<file path="config.mk">
export PLATFORM = sky130hd
export DESIGN_NAME = regfile_wr_arbiter_flat
export DESIGN_NICKNAME = d
export VERILOG_FILES = /design/src/rtl/regwr_pkg.sv /design/src/rtl/regfile_wr_arbiter_if.sv /design/src/rtl/rr_arbiter.sv /design/src/rtl/regfile_wr_arbiter.sv /design/src/flat_wrapper.sv
export SDC_FILE = /design/constraint.sdc
export NUM_CORES = 1
export LEC_CHECK = 0
export BUFFER_PORTS_ARGS = -buffer_cell sky130_fd_sc_hd__buf_2
export CORE_MARGIN = 4
export CORE_UTILIZATION = 42
export CTS_CLUSTER_SIZE = 20
export DETAILED_ROUTE_END_ITERATION = 6
export GPL_TIMING_DRIVEN = 0
export PLACE_DENSITY = 0.78
export SYNTH_ARGS = -nofsm -noshare
export SYNTH_HDL_FRONTEND = slang
export SYNTH_SLANG_ARGS = --single-unit
export TNS_END_PERCENT = 10
</file>
<file path="constraint.sdc">
create_clock -name clk_i -period 3.83 [get_ports clk_i]
set_input_delay 0.5745 -clock clk_i [delete_from_list [all_inputs] [get_ports clk_i]]
set_output_delay 0.5745 -clock clk_i [all_outputs]
set_load 0.01 [all_outputs]
</file>
<file path="src/rtl/regwr_pkg.sv">
// Shared constants for the register-bank write-port arbiter.
//   ADDR_W / DATA_W / NUM_REGS : default register-bank geometry
//   ZERO_REG                   : hardwired-zero register, never gets a WriteEn
//   REQ_*                      : conventional requester slots
//   GID_W                      : width of the encoded grant index (up to 8 requesters)
//   next_ptr()                 : round-robin pointer successor, wraps at num_req
package regwr_pkg;

  localparam int unsigned ADDR_W   = 5;
  localparam int unsigned DATA_W   = 32;
  localparam int unsigned NUM_REGS = 2 ** ADDR_W;
  localparam int unsigned ZERO_REG = 0;

  localparam int unsigned REQ_WB     = 0;
  localparam int unsigned REQ_MULDIV = 1;
  localparam int unsigned REQ_DBG    = 2;

  localparam int unsigned GID_W = 3;

  function automatic logic [GID_W-1:0] next_ptr(input logic [GID_W-1:0] idx,
                                                input int unsigned       num_req);
    if (32'(idx) + 32'd1 >= num_req) begin
      return '0;
    end
    return idx + 1'b1;
  endfunction

endpackage

</file>
<file path="src/rtl/regfile_wr_arbiter_if.sv">
// Write-request / write-bus bundle for regfile_wr_arbiter.
//   master : requester side (drives req_valid/req_addr/req_data/wr_hold,
//            observes req_ready and the registered write bus)
//   slave  : arbiter side (the reverse)
// Packing: requester i occupies req_addr[i*ADDR_W +: ADDR_W] and
//          req_data[i*DATA_W +: DATA_W].
interface regfile_wr_arbiter_if
  import regwr_pkg::*;
#(
  parameter int unsigned NUM_REQ = 3,
  parameter int unsigned DATA_W  = 32,
  parameter int unsigned ADDR_W  = 5
);

  localparam int unsigned NumRegs = 2 ** ADDR_W;

  logic [NUM_REQ-1:0]        req_valid;
  logic [NUM_REQ*ADDR_W-1:0] req_addr;
  logic [NUM_REQ*DATA_W-1:0] req_data;
  logic [NUM_REQ-1:0]        req_ready;
  logic                      wr_hold;
  logic [NumRegs-1:0]        wr_en;
  logic [DATA_W-1:0]         wr_data;
  logic                      wr_valid;
  logic [GID_W-1:0]          grant_id;

  modport master (
    output req_valid, req_addr, req_data, wr_hold,
    input  req_ready, wr_en, wr_data, wr_valid, grant_id
  );

  modport slave (
    input  req_valid, req_addr, req_data, wr_hold,
    output req_ready, wr_en, wr_data, wr_valid, grant_id
  );

endinterface

</file>
<file path="src/rtl/rr_arbiter.sv">
// Combinational round-robin arbiter.
//   req_i  : request vector
//   ptr_i  : index where the search starts (wraps modulo NUM_REQ)
//   hold_i : suppresses every grant
//   gnt_o  : one-hot grant, idx_o : its encoded index (0 when no grant)
// With REGFILE_WR_ARB_PRIO0_EN defined, request 0 wins outright and the
// round-robin search covers indices 1..NUM_REQ-1 only.
module rr_arbiter
  import regwr_pkg::*;
#(
  parameter int unsigned NUM_REQ = 3
) (
  input  logic [NUM_REQ-1:0] req_i,
  input  logic [GID_W-1:0]   ptr_i,
  input  logic               hold_i,
  output logic [NUM_REQ-1:0] gnt_o,
  output logic [GID_W-1:0]   idx_o
);

  logic [NUM_REQ-1:0]   rr_req;
  logic [2*NUM_REQ-1:0] dbl;
  logic [NUM_REQ-1:0]   rot;
  logic                 found;
  int unsigned          sum;

  always_comb begin
    rr_req = req_i;
`ifdef REGFILE_WR_ARB_PRIO0_EN
    rr_req[0] = 1'b0;
`endif
  end

  always_comb begin
    // Rotate so the pointer position lands at bit 0; the first set bit is the winner.
    dbl   = {rr_req, rr_req} >> ptr_i;
    rot   = dbl[NUM_REQ-1:0];
    found = 1'b0;
    idx_o = '0;
    sum   = 0;
`ifdef REGFILE_WR_ARB_PRIO0_EN
    if (req_i[0]) begin
      found = 1'b1;
    end
`endif
    for (int unsigned k = 0; k < NUM_REQ; k++) begin
      if (!found && rot[k]) begin
        found = 1'b1;
        sum   = 32'(ptr_i) + k;
        if (sum >= NUM_REQ) begin
          sum = sum - NUM_REQ;
        end
        idx_o = GID_W'(sum);
      end
    end
    if (hold_i) begin
      found = 1'b0;
      idx_o = '0;
    end
    for (int unsigned i = 0; i < NUM_REQ; i++) begin
      gnt_o[i] = found && (idx_o == GID_W'(i));
    end
  end

endmodule

</file>
<file path="src/rtl/regfile_wr_arbiter.sv">
// Shares the register bank's single write port between NUM_REQ requesters.
//   clk_i  : rising-edge clock
//   rst_ni : asynchronous active-low reset (release is synchronous upstream)
//   bus    : regfile_wr_arbiter_if.slave -- valid/ready requests in, one-hot
//            registered WriteEn, write data, wr_valid and grant_id out
// One transfer per cycle; the accepted write is presented one cycle later.
// Writes to the zero register are accepted but never raise a WriteEn bit.
// Optional build macro: REGFILE_WR_ARB_PRIO0_EN gives requester 0 absolute
// priority; round-robin then rotates among requesters 1..NUM_REQ-1.
module regfile_wr_arbiter
  import regwr_pkg::*;
#(
  parameter int unsigned NUM_REQ = 3,
  parameter int unsigned DATA_W  = 32,
  parameter int unsigned ADDR_W  = 5
) (
  input logic                 clk_i,
  input logic                 rst_ni,
  regfile_wr_arbiter_if.slave bus
);

  localparam int unsigned NumRegs = 2 ** ADDR_W;

  logic [NUM_REQ-1:0] gnt;
  logic [GID_W-1:0]   gnt_idx;
  logic               arb_hold;
  logic               xfer;
  logic [ADDR_W-1:0]  sel_addr;
  logic [DATA_W-1:0]  sel_data;

  logic [GID_W-1:0]   ptr_q, ptr_d;
  logic               wr_valid_q, wr_valid_d;
  logic [GID_W-1:0]   grant_id_q, grant_id_d;
  logic [DATA_W-1:0]  wr_data_q, wr_data_d;
  logic [NumRegs-1:0] wr_en_q, wr_en_d;

  // Reset gates the grant so req_ready is 0 throughout reset.
  assign arb_hold = bus.wr_hold | ~rst_ni;

  rr_arbiter #(
    .NUM_REQ(NUM_REQ)
  ) u_rr_arbiter (
    .req_i (bus.req_valid),
    .ptr_i (ptr_q),
    .hold_i(arb_hold),
    .gnt_o (gnt),
    .idx_o (gnt_idx)
  );

  assign bus.req_ready = gnt;
  assign xfer          = |gnt;

  always_comb begin
    sel_addr = '0;
    sel_data = '0;
    for (int unsigned i = 0; i < NUM_REQ; i++) begin
      if (gnt[i]) begin
        sel_addr = bus.req_addr[i*ADDR_W +: ADDR_W];
        sel_data = bus.req_data[i*DATA_W +: DATA_W];
      end
    end
  end

  always_comb begin
    ptr_d = ptr_q;
`ifdef REGFILE_WR_ARB_PRIO0_EN
    if (xfer && (gnt_idx != '0)) begin
      ptr_d = next_ptr(gnt_idx, NUM_REQ);
    end
`else
    if (xfer) begin
      ptr_d = next_ptr(gnt_idx, NUM_REQ);
    end
`endif
  end

  always_comb begin
    wr_valid_d = xfer;
    grant_id_d = xfer ? gnt_idx : grant_id_q;
    wr_data_d  = xfer ? sel_data : wr_data_q;
    for (int unsigned r = 0; r < NumRegs; r++) begin
      wr_en_d[r] = xfer && (sel_addr == ADDR_W'(r)) && (r != ZERO_REG);
    end
  end

  always_ff @(posedge clk_i or negedge rst_ni) begin
    if (!rst_ni) begin
      ptr_q      <= '0;
      wr_valid_q <= 1'b0;
      grant_id_q <= '0;
      wr_data_q  <= '0;
      wr_en_q    <= '0;
    end else begin
      ptr_q      <= ptr_d;
      wr_valid_q <= wr_valid_d;
      grant_id_q <= grant_id_d;
      wr_data_q  <= wr_data_d;
      wr_en_q    <= wr_en_d;
    end
  end

  assign bus.wr_valid = wr_valid_q;
  assign bus.grant_id = grant_id_q;
  assign bus.wr_data  = wr_data_q;
  assign bus.wr_en    = wr_en_q;

endmodule

</file>
<file path="src/flat_wrapper.sv">
// flat-port wrapper written by rule: the top's interface ports become plain ports
module regfile_wr_arbiter_flat import regwr_pkg::*;
#(
  parameter int unsigned NUM_REQ = 3,
  parameter int unsigned DATA_W  = 32,
  parameter int unsigned ADDR_W  = 5
)
  (clk_i, rst_ni, bus_req_valid, bus_req_addr, bus_req_data, bus_wr_hold, bus_req_ready, bus_wr_en, bus_wr_data, bus_wr_valid, bus_grant_id);
  regfile_wr_arbiter_if #(.NUM_REQ(NUM_REQ), .DATA_W(DATA_W), .ADDR_W(ADDR_W)) bus_i ();
  input logic clk_i;
  input logic rst_ni;
  input wire logic [$bits(bus_i.req_valid)-1:0] bus_req_valid;
  input wire logic [$bits(bus_i.req_addr)-1:0] bus_req_addr;
  input wire logic [$bits(bus_i.req_data)-1:0] bus_req_data;
  input wire logic [$bits(bus_i.wr_hold)-1:0] bus_wr_hold;
  output wire logic [$bits(bus_i.req_ready)-1:0] bus_req_ready;
  output wire logic [$bits(bus_i.wr_en)-1:0] bus_wr_en;
  output wire logic [$bits(bus_i.wr_data)-1:0] bus_wr_data;
  output wire logic [$bits(bus_i.wr_valid)-1:0] bus_wr_valid;
  output wire logic [$bits(bus_i.grant_id)-1:0] bus_grant_id;
  assign bus_i.req_valid = bus_req_valid;
  assign bus_i.req_addr = bus_req_addr;
  assign bus_i.req_data = bus_req_data;
  assign bus_i.wr_hold = bus_wr_hold;
  assign bus_req_ready = bus_i.req_ready;
  assign bus_wr_en = bus_i.wr_en;
  assign bus_wr_data = bus_i.wr_data;
  assign bus_wr_valid = bus_i.wr_valid;
  assign bus_grant_id = bus_i.grant_id;
  regfile_wr_arbiter #(.NUM_REQ(NUM_REQ), .DATA_W(DATA_W), .ADDR_W(ADDR_W)) u_core (.clk_i(clk_i), .rst_ni(rst_ni), .bus(bus_i));
endmodule
</file>
; Yosys cells after proc, flatten, opt, wreduce, memory -nomap -nowiden
; Index checks and enable logic that the tools add are counted.
; W data, S select, Z words.
[classes]
n_eq_ne = 33
n_reduce_logical = 40
order_cmp = 4
n_mux = 21
n_shift = 1
n_addsub = 7
mul = 0
bitwise_logic = 2
n_div = 0
[ops]
columns = operator, n
row1 = $mux W32, 3
row2 = $eq A5 B5 Y1 const B, 16
row3 = $eq A5 B4 Y1 const B, 8
row4 = $logic_and A1 B1 Y1, 36
row5 = $ge A32 B2 Y1 const B, 1
row6 = $mux W3, 9
row7 = $eq A5 B3 Y1 const B, 4
row8 = $mux W5, 3
row9 = $eq A5 B2 Y1 const B, 2
row10 = $sub A3 B2 Y3 const B, 3
row11 = $add A3 B1 Y4 const B, 2
row12 = $ge A4 B2 Y1 const B, 2
row13 = $mux W1, 6
row14 = $shr A6 B3 Y3, 1
row15 = $eq A5 B1 Y1 const B, 1
row16 = $add A3 B2 Y4 const B, 1
row17 = $add A3 B1 Y3 const B, 1
row18 = $eq A3 B1 Y1 const B, 1
row19 = $eq A3 B2 Y1 const B, 1
row20 = $ge A3 B2 Y1 const B, 1
row21 = $logic_not A3 Y1, 1
row22 = $reduce_or A3 Y1, 1
row23 = $logic_not A1 Y1, 2
row24 = $not A1 Y1, 1
row25 = $or A1 B1 Y1, 1
[totals]
mem_bits_ro = 0
out_inout_bits = 71
elab_cells = 113
latch_bits = 0
input_bits = 117
ff_bits = 70
mem_count = 0
ram_bits = 0

; Depth between registers and ports, before layout
; Gate-level depths: netlist of the first run.
[logic_depth]
depth_word = 16
mapped_depth = 17
mapped_depth_nobuf = 14

; Modules after synthesis
; Synthesis of the first run repeated with hierarchy kept, for this count alone.
[unflattened]
cells_unflattened = 370
area_unflattened_um2 = 3958.8
[modules_own_cells]
columns = mod, area_each_um2, n_inst, cells_per_inst
row1 = regfile_wr_arbiter, 3298.2, 1, 288
row2 = rr_arbiter, 660.6, 1, 82

; Least setup slack after synthesis of the first run
; OpenSTA, ideal clock, no wires.
[synth_timing]
path_kind = register to register
from = reg u_core.ptr_q[1]
to = reg u_core.wr_en_q[5], in the netlist u_core.bus.wr_en[5]
path_buffers = 2
stages_incl_launch_ff = 16
t_arrival_ps = 3654
slack_ps = 80
cell_sequence = dfrtp_1 ha_1 ha_1 a21boi_0 o21ai_0 o211ai_1 nand2_1 inv_1 ha_1 nand2_1 a21oi_2 a221oi_2 or3_1 buf_2 buf_6 nor4_2
[synth_via]
elab_cells_between_ends = 36
cone_classes = add/sub (5) / order compare (3) / eq/ne (3) / shift (1) / mux (14) / reduce/logical (10)
[synth_lines]
columns = item, line_no
row1 = from (decl), regfile_wr_arbiter.sv:31  ; logic [GID_W-1:0] ptr_q, ptr_d;
row2 = from (signal assigned), regfile_wr_arbiter.sv:94  ; ptr_q <= ptr_d;
row3 = branches (longest 7 deep; another with $add A3 B1 Y4), n/a
row4 = $mux W3 (*), rr_arbiter.sv:46  ; if (!found && rot[k]) begin
row5 = $mux W3 (*), rr_arbiter.sv:55  ; if (hold_i) begin
row6 = via u_core.gnt_idx[0], regfile_wr_arbiter.sv:25  ; logic [GID_W-1:0] gnt_idx;
row7 = $eq A3 B1 Y1 (*), rr_arbiter.sv:60  ; gnt_o[i] = found && (idx_o == GID_W'(i));
row8 = $logic_and A1 B1 Y1 (*), rr_arbiter.sv:60
row9 = via bus_req_ready[1], flat_wrapper.sv:16  ; output wire logic [$bits(bus_i.req_ready)-1:0] bus_req_ready;
row10 = $mux W5 (2 in series), regfile_wr_arbiter.sv:57  ; if (gnt[i]) begin
row11 = $eq A5 B3 Y1, regfile_wr_arbiter.sv:82  ; wr_en_d[r] = xfer && (sel_addr == ADDR_W'(r)) && (r != ZERO_REG);
row12 = $logic_and A1 B1 Y1 (*), regfile_wr_arbiter.sv:82
row13 = via u_core.wr_en_d[5], regfile_wr_arbiter.sv:35  ; logic [NumRegs-1:0] wr_en_q, wr_en_d;
row14 = to (signal assigned), regfile_wr_arbiter.sv:98  ; wr_en_q <= wr_en_d;
row15 = to (decl), regfile_wr_arbiter.sv:35
; Mark *: on every way through the listed nets, which the timed path passes.
; A chain may end at the register's enable or synchronous reset.

; Worst setup path in the final report of the first run
[layout_timing]
from = reg u_core.ptr_q[0]
to = out bus_req_ready[2]
[layout_via]
elab_chain_cells = 11
elab_cells_between_ends = 26
cone_classes = add/sub (5) / order compare (3) / eq/ne (1) / shift (1) / mux (11) / reduce/logical (5)
[layout_rtl]
columns = item, line_no
row1 = branches (longest 10 deep; another with $add A3 B1 Y4), n/a
row2 = $logic_and A1 B1 Y1 (*), rr_arbiter.sv:60
row3 = to (decl), flat_wrapper.sv:16
; Mark *: on every way between the ends.

==> results.ini, run 1 <==
[route]
antenna_left = 0
via_per_inst = 5.534
wl_um = 11220
firstDrtPassIters = 4
vias = 3614
wl_per_cell_um = 17.18
dr.first_iter.drc_count = 202
drc_errors = 0

[worst_setup_path]
rrSetupSlack_ps = 140
cp_max_fo = 10
reg2reg_depth = 15
critical_path_required_ps = 3260
cp.arrival_ps = 3190
crit_end = bus_req_ready[2]
regToRegEndpoint = u_core.bus.wr_data[6]
cp-end-kind = primary output
r2r-start = u_core.ptr_q[0]
cp-start-kind = register
path_class = reg2out
crit_start = u_core.ptr_q[0]

[pwr]
vdd_drop_max_mv = 0.2900
p_leak_nw = 2.644
total_power_mw = 3.167
p_per_area_nw_per_um2 = 618.2

[job]
max-cap-violations = 0

[logic_synthesis]
synth_top_area_share = 0.4709
synth_edf_count = 0
yosysMostFrequentCell = dfrtp_1
synth_nets = 460
netlist_area_um2 = 3720
synthCells = 332
ys_top_cells_by_area = dfrtp_1 47%, a221o_1 8.9%, a22o_1 7.8%, ha_1 3.7%, nor3_1 2.7%
ys_ff_latch = 70
ys_seq_area_frac = 0.4709
async_flop_share = 1.000
synth_ff_type = dfrtp_1
synth_top_cell_by_area = dfrtp_1
syn_area_per_cell_um2 = 11.20
yosys_warnings = 0
yosys-top-cells-count = 70 x dfrtp_1, 33 x a221o_1, 33 x a22o_1, 20 x nor3_1, 14 x nor4_1
yosysUniqueCellTypes = 60

[global_route]
grt_overflow = 0
grt_max_degree = 73
antenna_found_initial = 0
grt_pass1_vias = 3455
grt_use_total = 0.2113
grt_pass1_wl_um = 17250

[timing]
skew_ps = 10.56
hold_viol_final = 0
slew_viol_final = 0
slew_headroom = 0.5904
setup_viol = 0
rsz0062_at_grt = yes
final.setup.worst_slack_ps = 65.26
min_period_ps = 3765
worst_pin_slew_ps = 614.4
fin_crit_sh = 0.9830
fmax_mhz = 265.6

[cts]
h-tree-depth = 3
cts-buffers-inserted = 9
cts_buffer_depth = 2
cts-root-buf = clkbuf_8
clk_latency_ps = 340
cts_tree = yes
clock_sinks = 70
path_clk_slew_ps = 90

[floorplanning]
initial_core_util = 0.4286
io-pin-count = 188
core_area_um2 = 8678
dieHeight_um = 102.1
rows = 34
die_w_um = 102.1
die_area_um2 = 10430

[final_layout]
layout.area.seq_um2 = 1754
num_antenna_cells = 0
post_route_cells_drive_above_1_share = 0.4679
multi_input_area_um2 = 1842
fill_cells = 750
area_growth_pct = 37.74
num-nets-final = 668

[placed_design]
gp_congestion = 0.9378
dpl_worst_slack_ps = -721.0
detailed_place_hpwl_um = 8601
io_buffers = 186

[outcome]
outcome = completed

[hold_path]
hold_class = in2async

==> cells in the final DEF (no fill, tap or decap), types with 2 or more instances in the layout <==
cell          n
inv_6         4
a22o_1       33
dfrtp_1      68
nand2b_1      8
o21ai_0       3
and2_1        4
nor2_1       11
nand4bb_1     2
clkbuf_8     10
o311ai_1      2
a221o_1      33
buf_6         3
mux2_2        2
xnor2_1       3
buf_2       194
nor2b_1       4
nand3_1       7
mux2i_1       3
o311a_1       2
nand2_1      10
inv_1        11
ha_1          9
a221oi_1      4
a211o_1       2
nor3_1       18
nor4_1       14
o22ai_1       3
a221oi_2      2
clkbuf_1     10
a21oi_1       6
dfrtp_2       2
nor4_2        2
clkinvlp_4    2
nor3_2        2
buf_4        14
==> worst min-delay path by stage <==
stage                      startpoint                     end  slack, ps  cells after the start
3_3_place_gp   u_core.bus.grant_id[2]  u_core.bus.grant_id[2]        470                      1
3_5_place_dp   u_core.bus.grant_id[2]  u_core.bus.grant_id[2]        470                      1
2_1_floorplan                  rst_ni  u_core.bus.grant_id[0]        280                      0
4_1_cts                        rst_ni    u_core.bus.wr_en[18]        230                      1
5_1_grt                        rst_ni    u_core.bus.wr_en[18]        270                      1
6_report                       rst_ni    u_core.bus.wr_en[18]        220                      1
==> power breakdown <==
part | switching, mW | total [mW] | leakage [nW] | internal [mW]
Clock | 0.312 | 0.561 | 0.0892 | 0.249
Combinational | 0.851 | 1.57 | 1.63 | 0.721
Sequential | 0.110 | 1.04 | 0.921 | 0.925
==> cell families (layout without fill, tap and decap cells) <==
logic type	Yosys count	in the layout	share of synthesized area
compound gates	109	109	0.2708
xor+xnor	5	5	0.01379
fa+ha+maj	11	11	0.03700
buf+inv	37	250	0.04675
flops	70	70	0.4709
mux	5	5	0.01413
other cells	1	1	0.001008
simple gates	94	94	0.1456
==> registers in the layout, indices dropped and copies added, names as in the netlist <==
name                 flops
u_core.bus.wr_en        31
u_core.bus.wr_valid      1
u_core.bus.wr_data      32
u_core.ptr_q             3
u_core.bus.grant_id      3
==> per-stage QoR <==
stage / hold WS, ps / instances / instance area (um2) / TNS, ps / util
2_1_floorplan: 278.9 / 332 / 3720 / 0 / -
6_report: 220.3 / 653 / 5124 / 0 / 0.5904
3_3_place_gp: 465.0 / 626 / 4786 / -61380 / 0.5515
4_1_cts: 234.0 / 647 / 5060 / 0 / 0.5830
3_5_place_dp: 473.7 / 626 / 4788 / -37280 / 0.5518
5_1_grt: 266.1 / 653 / 5124 / -1905 / 0.5904
==> critical path, stage by stage, from the launching register on <==
cell      delay (ps)
dfrtp_1          420
ha_1             250
ha_1             340
a21boi_2         220
nor2_1            70
xor2_1           150
o221ai_2         230
and2_2           250
ha_2             240
inv_1            130
nor3_4           210
clkbuf_8         210
buf_2            130
==> per-layer routing <==
layer  up-vias  share of wire  GRT usage
li1       1719              -          -
met1      1705           0.41     0.2783
met2       182           0.49     0.3498
met3         8          0.091    0.04437
met4         0         0.0088    0.06660
met5         -              0          0
==> repair_timing <==
action,CTS,global route
hold buffers,0,0
pin swaps,3,1
endpoints found under the setup margin,70,63
setup buffers,5,6
resized for setup,14,8
==> layout make-up <==
cell class,instances,area share
Tap cell,108,0.02637
Inverter,11,0.008059
Clock buffer,9,0.02418
Clock inverter,7,0.01197
Buffer,26,0.02857
Timing Repair Buffer,197,0.1990
Multi-Input combinational cell,225,0.3595
Sequential cell,70,0.3424
(Power assumes the default switching activity.)
==> inputs of run 2 (changes only) <==
CELL_PAD_IN_SITES_DETAIL_PLACEMENT = 1   (was not set)
CELL_PAD_IN_SITES_GLOBAL_PLACEMENT = 2   (was not set)
CORE_UTILIZATION = 24   (was 42)
PLACE_DENSITY = not set   (was 0.78)
PLACE_DENSITY_LB_ADDON = 0.1   (was not set)
==> run 2 against run 1 <==
  * Die area up 68%
  * Largest power group unchanged
  * Count of clock-buffer cells in the layout up 3
  * Sequential power about the same
  * Cell count up 12%
  * Via count up 1.3%
  * Critical path type is now reg2reg
==> results.ini, run 2 (synthesis gave the netlist of run 1 again) <==
[outcome]
outcome = completed  ; unchanged

[cts]
cts-root-buf = clkbuf_16  ; was clkbuf_8
cts_tree = yes  ; unchanged
clk_latency_ps = 330  ; was 340 ps
cts_buffer_depth = 2  ; unchanged
path_clk_slew_ps = 60  ; was 90 ps
cts-buffers-inserted = 9  ; unchanged
clock_sinks = 70  ; unchanged
cts_hold_buf = 0  ; unchanged
h-tree-depth = 3  ; unchanged

[timing]
skew_ps = 6.531  ; was 10.56 ps
setup_viol = 0  ; unchanged
fin_crit_sh = 0.9465  ; was 0.9830
setup_tns_ps = 0  ; unchanged
hold_viol_final = 0  ; unchanged
fmax_mhz = 275.9  ; was 265.6 MHz
min_period_ps = 3625  ; was 3765 ps
rsz0062_at_grt = yes  ; unchanged
slew_headroom = 0.6586  ; was 0.5904
slew_viol_final = 0  ; unchanged
worst_pin_slew_ps = 512.1  ; was 614.4 ps

[worst_setup_path]
slowest_stage = dfrtp_1  ; unchanged
cp.arrival_ps = 3860  ; was 3190 ps
cp-start-kind = register  ; unchanged
critical_path_required_ps = 4060  ; was 3260 ps
cp-end-kind = register  ; was primary output
crit_family = simple AND/OR/NAND/NOR gates  ; was adder cells
path_cells = ha_2 > ha_1 > a21boi_2 > nor2_1 > xor2_1 > o221ai_2 > and2_4 > inv_1 > ha_4 > nand2_2 > a21oi_4 > a221oi_2 > or3_1 > buf_2 > buf_6 > nor4_4  ; was ha_1 > ha_1 > a21boi_2 > nor2_1 > xor2_1 > o221ai_2 > and2_2 > ha_2 > inv_1 > nor3_4 > clkbuf_8 > buf_2
path_class = reg2reg  ; was reg2out
cpPeakStageDelay_ps = 410  ; was 420 ps
path_buf_inv = 3  ; unchanged
cp_max_fo = 10  ; unchanged

[placed_design]
gp_congestion = 0.7500  ; was 0.9378
dp.cells = 707  ; was 626
io_buffers = 186  ; unchanged
detailed_place_hpwl_um = 10710  ; was 8601 um
placed_cell_area_um2 = 4916  ; was 4788 um2

[floorplanning]
io-pin-count = 188  ; unchanged
die_w_um = 132.5  ; was 102.1 um
rows = 45  ; was 34
initial_core_util = 0.2447  ; was 0.4286
dieHeight_um = 132.5  ; was 102.1 um
core_area_um2 = 15200  ; was 8678 um2
die_area_um2 = 17550  ; was 10430 um2

[global_route]
antenna_found_initial = 1  ; was 0
grt_overflow = 0  ; unchanged
grt_use_total = 0.1551  ; was 0.2113
grt_pass1_wl_um = 21630  ; was 17250 um
grt_pass1_vias = 3846  ; was 3455
grt_max_degree = 46  ; was 73

[route]
drc_errors = 0  ; unchanged
wl_per_cell_um = 18.90  ; was 17.18 um
dr.first_iter.drc_count = 135  ; was 202
firstDrtPassIters = 5  ; was 4
via_per_inst = 4.988  ; was 5.534
antenna_left = 0  ; unchanged
vias = 3661  ; was 3614
wl_um = 13870  ; was 11220 um

[final_layout]
final_common_cell = buf_2  ; unchanged
post_route_cells_drive_above_1_share = 0.4954  ; was 0.4679
largest_register_ffs = 32  ; unchanged
num-nets-final = 668  ; unchanged
final_area_um2 = 5435  ; was 5124 um2
area_growth_pct = 46.11  ; was 37.74%
fin_util = 0.3575  ; was 0.5904
layout_common_cells = 193 x buf_2, 68 x dfrtp_1, 33 x a22o_1  ; was 194 x buf_2, 68 x dfrtp_1, 33 x a22o_1, 33 x a221o_1, 18 x nor3_1
finalNonFillerCells = 734  ; was 653

[pwr]
p_leak_nw = 2.736  ; was 2.644 nW
total_power_mw = 3.527  ; was 3.167 mW
p_per_area_nw_per_um2 = 648.9  ; was 618.2 nW/um2
vdd_drop_max_mv = 0.2347  ; was 0.2900 mV

[hold_path]
hold_class = in2async  ; unchanged

[job]
max-cap-violations = 0  ; unchanged

==> run 2: changes by cell type in the layout (fill, tap and decap cells not counted), moves of 2 or more <==
cell and change:
clkbuf_1 -5, clkbuf_16 +9, clkbuf_2 +6, clkbuf_8 -7, clkinv_2 +3, inv_1 -3
inv_2 +2, inv_6 -4, nand2_1 -2, nand2_2 +2, nor4_1 -2, nor4_4 +2
==> run 2: repair_timing <==
action                                  in CTS  in global routing
cloned                                       0                  0
resized for setup                           20                 27
buffers inserted                             5                  5
pin swaps                                    3                  1
endpoints found under the setup margin      71                 68
==> run 2: area by class of cell <==
cell class / instances / area [um2]
plain buffers: 26 / 160.2
diodes: 1 / 2.502
well taps: 188 / 235.2
repair buffers: 197 / 1036
flip-flops and latches: 70 / 1754
inverters: 11 / 45.04
multi-input cells: 225 / 1901
fillers: 1780 / 9767
clock inverters: 4 / 45.04
clock buffers: 12 / 256.5
==> run 2: power breakdown <==
part,switching [mW],internal [mW]
clock network,0.310,0.536
registers,0.0978,0.927
logic,0.924,0.732
total,1.33,2.20
==> run 2: worst paths after layout <==
path	startpoint	to	slack (ps)	depth (start not counted)
setup / recovery	u_core.ptr_q[0]	u_core.bus.wr_en[4]	200	16
hold / removal	rst_ni	u_core.bus.wr_en[4]	160	1
setup reg to reg	u_core.ptr_q[0]	u_core.bus.wr_en[4]	200	16
hold reg to reg	u_core.bus.grant_id[2]	u_core.bus.grant_id[2]	480	1
max in group asynchronous	rst_ni	u_core.bus.wr_data[0]	3110	2
min in group clk_i	bus_req_data[27]	u_core.bus.wr_data[27]	470	2
==> run 2: worst reg2reg max path, stage by stage (launching register included) <==
cell and delay (ps):
dfrtp_1 410, ha_2 220, ha_1 320, a21boi_2 190, nor2_1 120, xor2_1 210, o221ai_2 150, and2_4 200
inv_1 110, ha_4 200, nand2_2 90, a21oi_4 200, a221oi_2 110, or3_1 370, buf_2 180, buf_6 160
nor4_4 290
==> run 2: per-layer routing <==
layer	vias up	global-route usage	share of wire
met1	1810	0.1986	0.43
li1	1728	-	-
met4	0	0.05023	0.019
met5	-	0	0
met3	14	0.03384	0.045
met2	109	0.2609	0.50
==> run 2: through the flow <==
| stage | setup slack, ps | hold slack [ps] |
|---|---|---|
| final | 204.9 | 163.3 |
| after global placement | -1466 | 471.7 |
| after detailed placement | -910.5 | 466.9 |
| after CTS | -36.40 | 170.1 |
| after floorplan | 80.17 | 278.9 |
| after global routing | -27.36 | 187.8 |
==> inputs of run 3 (changes only) <==
CORE_UTILIZATION = 29   (was 24)
clock period = 4.6 ns   (was 3.83 ns; I/O delays follow)
==> run 3 against run 2 <==
  * Power is 20% lower
  * Worst hold slack better by 200 ps
  * Worst setup slack improved by 59 ps
  * Clock skew down 1.5 ps
  * First-iteration DRC count down 5.2%
  * Critical path type is now reg2out
==> results.ini, run 3 (synthesis gave the netlist of run 1 again) <==
[outcome]
outcome = completed  ; unchanged

[placed_design]
dp.cells = 691  ; was 707
gp_congestion = 0.7850  ; was 0.7500
dpl_worst_slack_ps = -70.88  ; was -910.5 ps
detailed_place_hpwl_um = 9966  ; was 10710 um
placed_cell_area_um2 = 4896  ; was 4916 um2
io_buffers = 186  ; unchanged

[timing]
setup_viol = 0  ; unchanged
worst_pin_slew_ps = 643.7  ; was 512.1 ps
skew_ps = 5.073  ; was 6.531 ps
fin_crit_sh = 0.9426
fmax_mhz = 230.6
slew_headroom = 0.5675  ; was 0.6586
slew_viol_final = 0  ; unchanged
min_period_ps = 4336
hold_slack_ps = 363.7  ; was 163.3 ps
final.setup.worst_slack_ps = 263.9  ; was 204.9 ps
hold_viol_final = 0  ; unchanged

[global_route]
antenna_found_initial = 0  ; was 1
grt_pass1_wl_um = 19650  ; was 21630 um
grt_overflow = 0  ; unchanged
grt_pass1_vias = 3739  ; was 3846
grt_use_total = 0.1711  ; was 0.1551
grt_max_degree = 73  ; was 46

[floorplanning]
initial_core_util = 0.2960  ; was 0.2447
die_area_um2 = 14700  ; was 17550 um2
rows = 41  ; was 45
core_area_um2 = 12570  ; was 15200 um2
io-pin-count = 188  ; unchanged
die_w_um = 121.3  ; was 132.5 um
dieHeight_um = 121.3  ; was 132.5 um

[worst_setup_path]
cp_max_fo = 10  ; unchanged
cp.arrival_ps = 3650  ; was 3860 ps
cp-start-kind = register  ; unchanged
reg2reg_depth = 15  ; was 16
path_class = reg2out  ; was reg2reg
cp-end-kind = primary output  ; was register
critical_path_required_ps = 3910  ; was 4060 ps

[route]
dr.first_iter.drc_count = 128  ; was 135
wl_per_cell_um = 17.79  ; was 18.90 um
wl_um = 12690  ; was 13870 um
drc_errors = 0  ; unchanged
firstDrtPassIters = 4  ; was 5
via_per_inst = 5.027  ; was 4.988
antenna_left = 0  ; unchanged
vias = 3584  ; was 3661

[cts]
clock_sinks = 70  ; unchanged
clk_latency_ps = 330  ; about the same
cts-buffers-inserted = 9  ; unchanged
cts_tree = yes  ; unchanged
cts-root-buf = clkbuf_16  ; unchanged
cts_buffer_depth = 2  ; unchanged
h-tree-depth = 3  ; unchanged
path_clk_slew_ps = 60  ; about the same
cts_hold_buf = 0  ; unchanged

[final_layout]
post_route_cells_drive_above_1_share = 0.4455  ; was 0.4954
largest_register_ffs = 32  ; unchanged
final_common_cell = buf_2  ; unchanged
num_antenna_cells = 0  ; was 1
fill_cells = 1494  ; was 1780
num-nets-final = 664  ; was 668
finalNonFillerCells = 713  ; was 734
area_growth_pct = 40.90  ; was 46.11%
layout_common_cells = 195 x buf_2, 70 x dfrtp_1, 33 x a22o_1, 33 x a221o_1, 19 x nor3_1  ; was 193 x buf_2, 68 x dfrtp_1, 33 x a22o_1
final_area_um2 = 5241  ; was 5435 um2

[pwr]
p_leak_nw = 2.662  ; was 2.736 nW
p_per_area_nw_per_um2 = 538.3  ; was 648.9 nW/um2
vdd_drop_max_mv = 0.1965  ; was 0.2347 mV

[hold_path]
hold_class = in2async  ; unchanged

[job]
max-cap-violations = 0  ; unchanged

==> run 3: changes by cell type in the layout (fill, tap and decap cells not counted), moves of 2 or more <==
cell,before,now
clkbuf_1,5,13
clkbuf_2,7,0
buf_4,14,9
inv_1,8,11
buf_2,193,195
clkbuf_8,3,1
dfrtp_1,68,70
dfrtp_2,2,0
inv_2,2,0
nand2_1,8,10
nand2_2,2,0
nor4_1,12,14
nor4_4,2,0
==> run 3: final timing paths <==
check                                             from                     end  slack, ps
worst max-delay path                   u_core.ptr_q[1]        bus_req_ready[2]        260
min in group clk_i              u_core.bus.grant_id[2]  u_core.bus.grant_id[2]        490
worst max register to register         u_core.ptr_q[1]     u_core.bus.wr_en[4]        430
worst min-delay path                            rst_ni     u_core.bus.wr_en[1]        360
max in group asynchronous                       rst_ni         u_core.ptr_q[1]       3930
worst min register to register  u_core.bus.grant_id[2]  u_core.bus.grant_id[2]        490
==> run 3: final cells by class <==
class / instances / area, um2 / area share
buffer: 26 / 136.4 / 0.02602
timing repair buffer: 193 / 1006 / 0.1919
inverter: 11 / 41.29 / 0.007878
multi-input combinational: 225 / 1822 / 0.3476
tap: 172 / 215.2 / 0.04106
clock inverter: 4 / 22.52 / 0.004297
clock buffer: 12 / 246.5 / 0.04703
sequential: 70 / 1752 / 0.3342
==> run 3: where the power goes <==
part	switching [mW]	internal, mW	total, mW
Sequential	0.0893	0.771	0.860
Combinational	0.726	0.604	1.33
Clock	0.254	0.377	0.631
==> run 3: worst max-delay path, stage by stage (launching register included) <==
cell,delay (ps)
dfrtp_1,490
ha_1,290
ha_1,350
a21boi_1,250
nor2_1,80
xor2_1,180
o221ai_4,300
and2_1,280
ha_2,270
inv_1,130
nor3_4,280
clkbuf_4,260
buf_2,150
==> run 3: routing by layer <==
layer  up-vias  track usage  wire [um]
met5         -            0          0
met4         0      0.05672        243
met3        18      0.04149        723
met2       115       0.2862       6254
met1      1738       0.2172       5465
li1       1713            -          -
==> run 3: what timing repair did <==
action                                  4_1_cts  5_1_grt
pin swaps                                     1        2
endpoints found under the setup margin       16       62
resized for setup                             4        5
setup buffers                                 0        6
==> run 3: stage by stage <==
stage          utilization  TNS [ps]  total power [mW]
6_report            0.4170         0             2.821
4_1_cts             0.4121    -126.2             2.782
5_1_grt             0.4170    -11.01             3.026
2_1_floorplan            -         0             1.688
3_3_place_gp        0.3872    -30440             2.100
3_5_place_dp        0.3895    -619.7             2.128
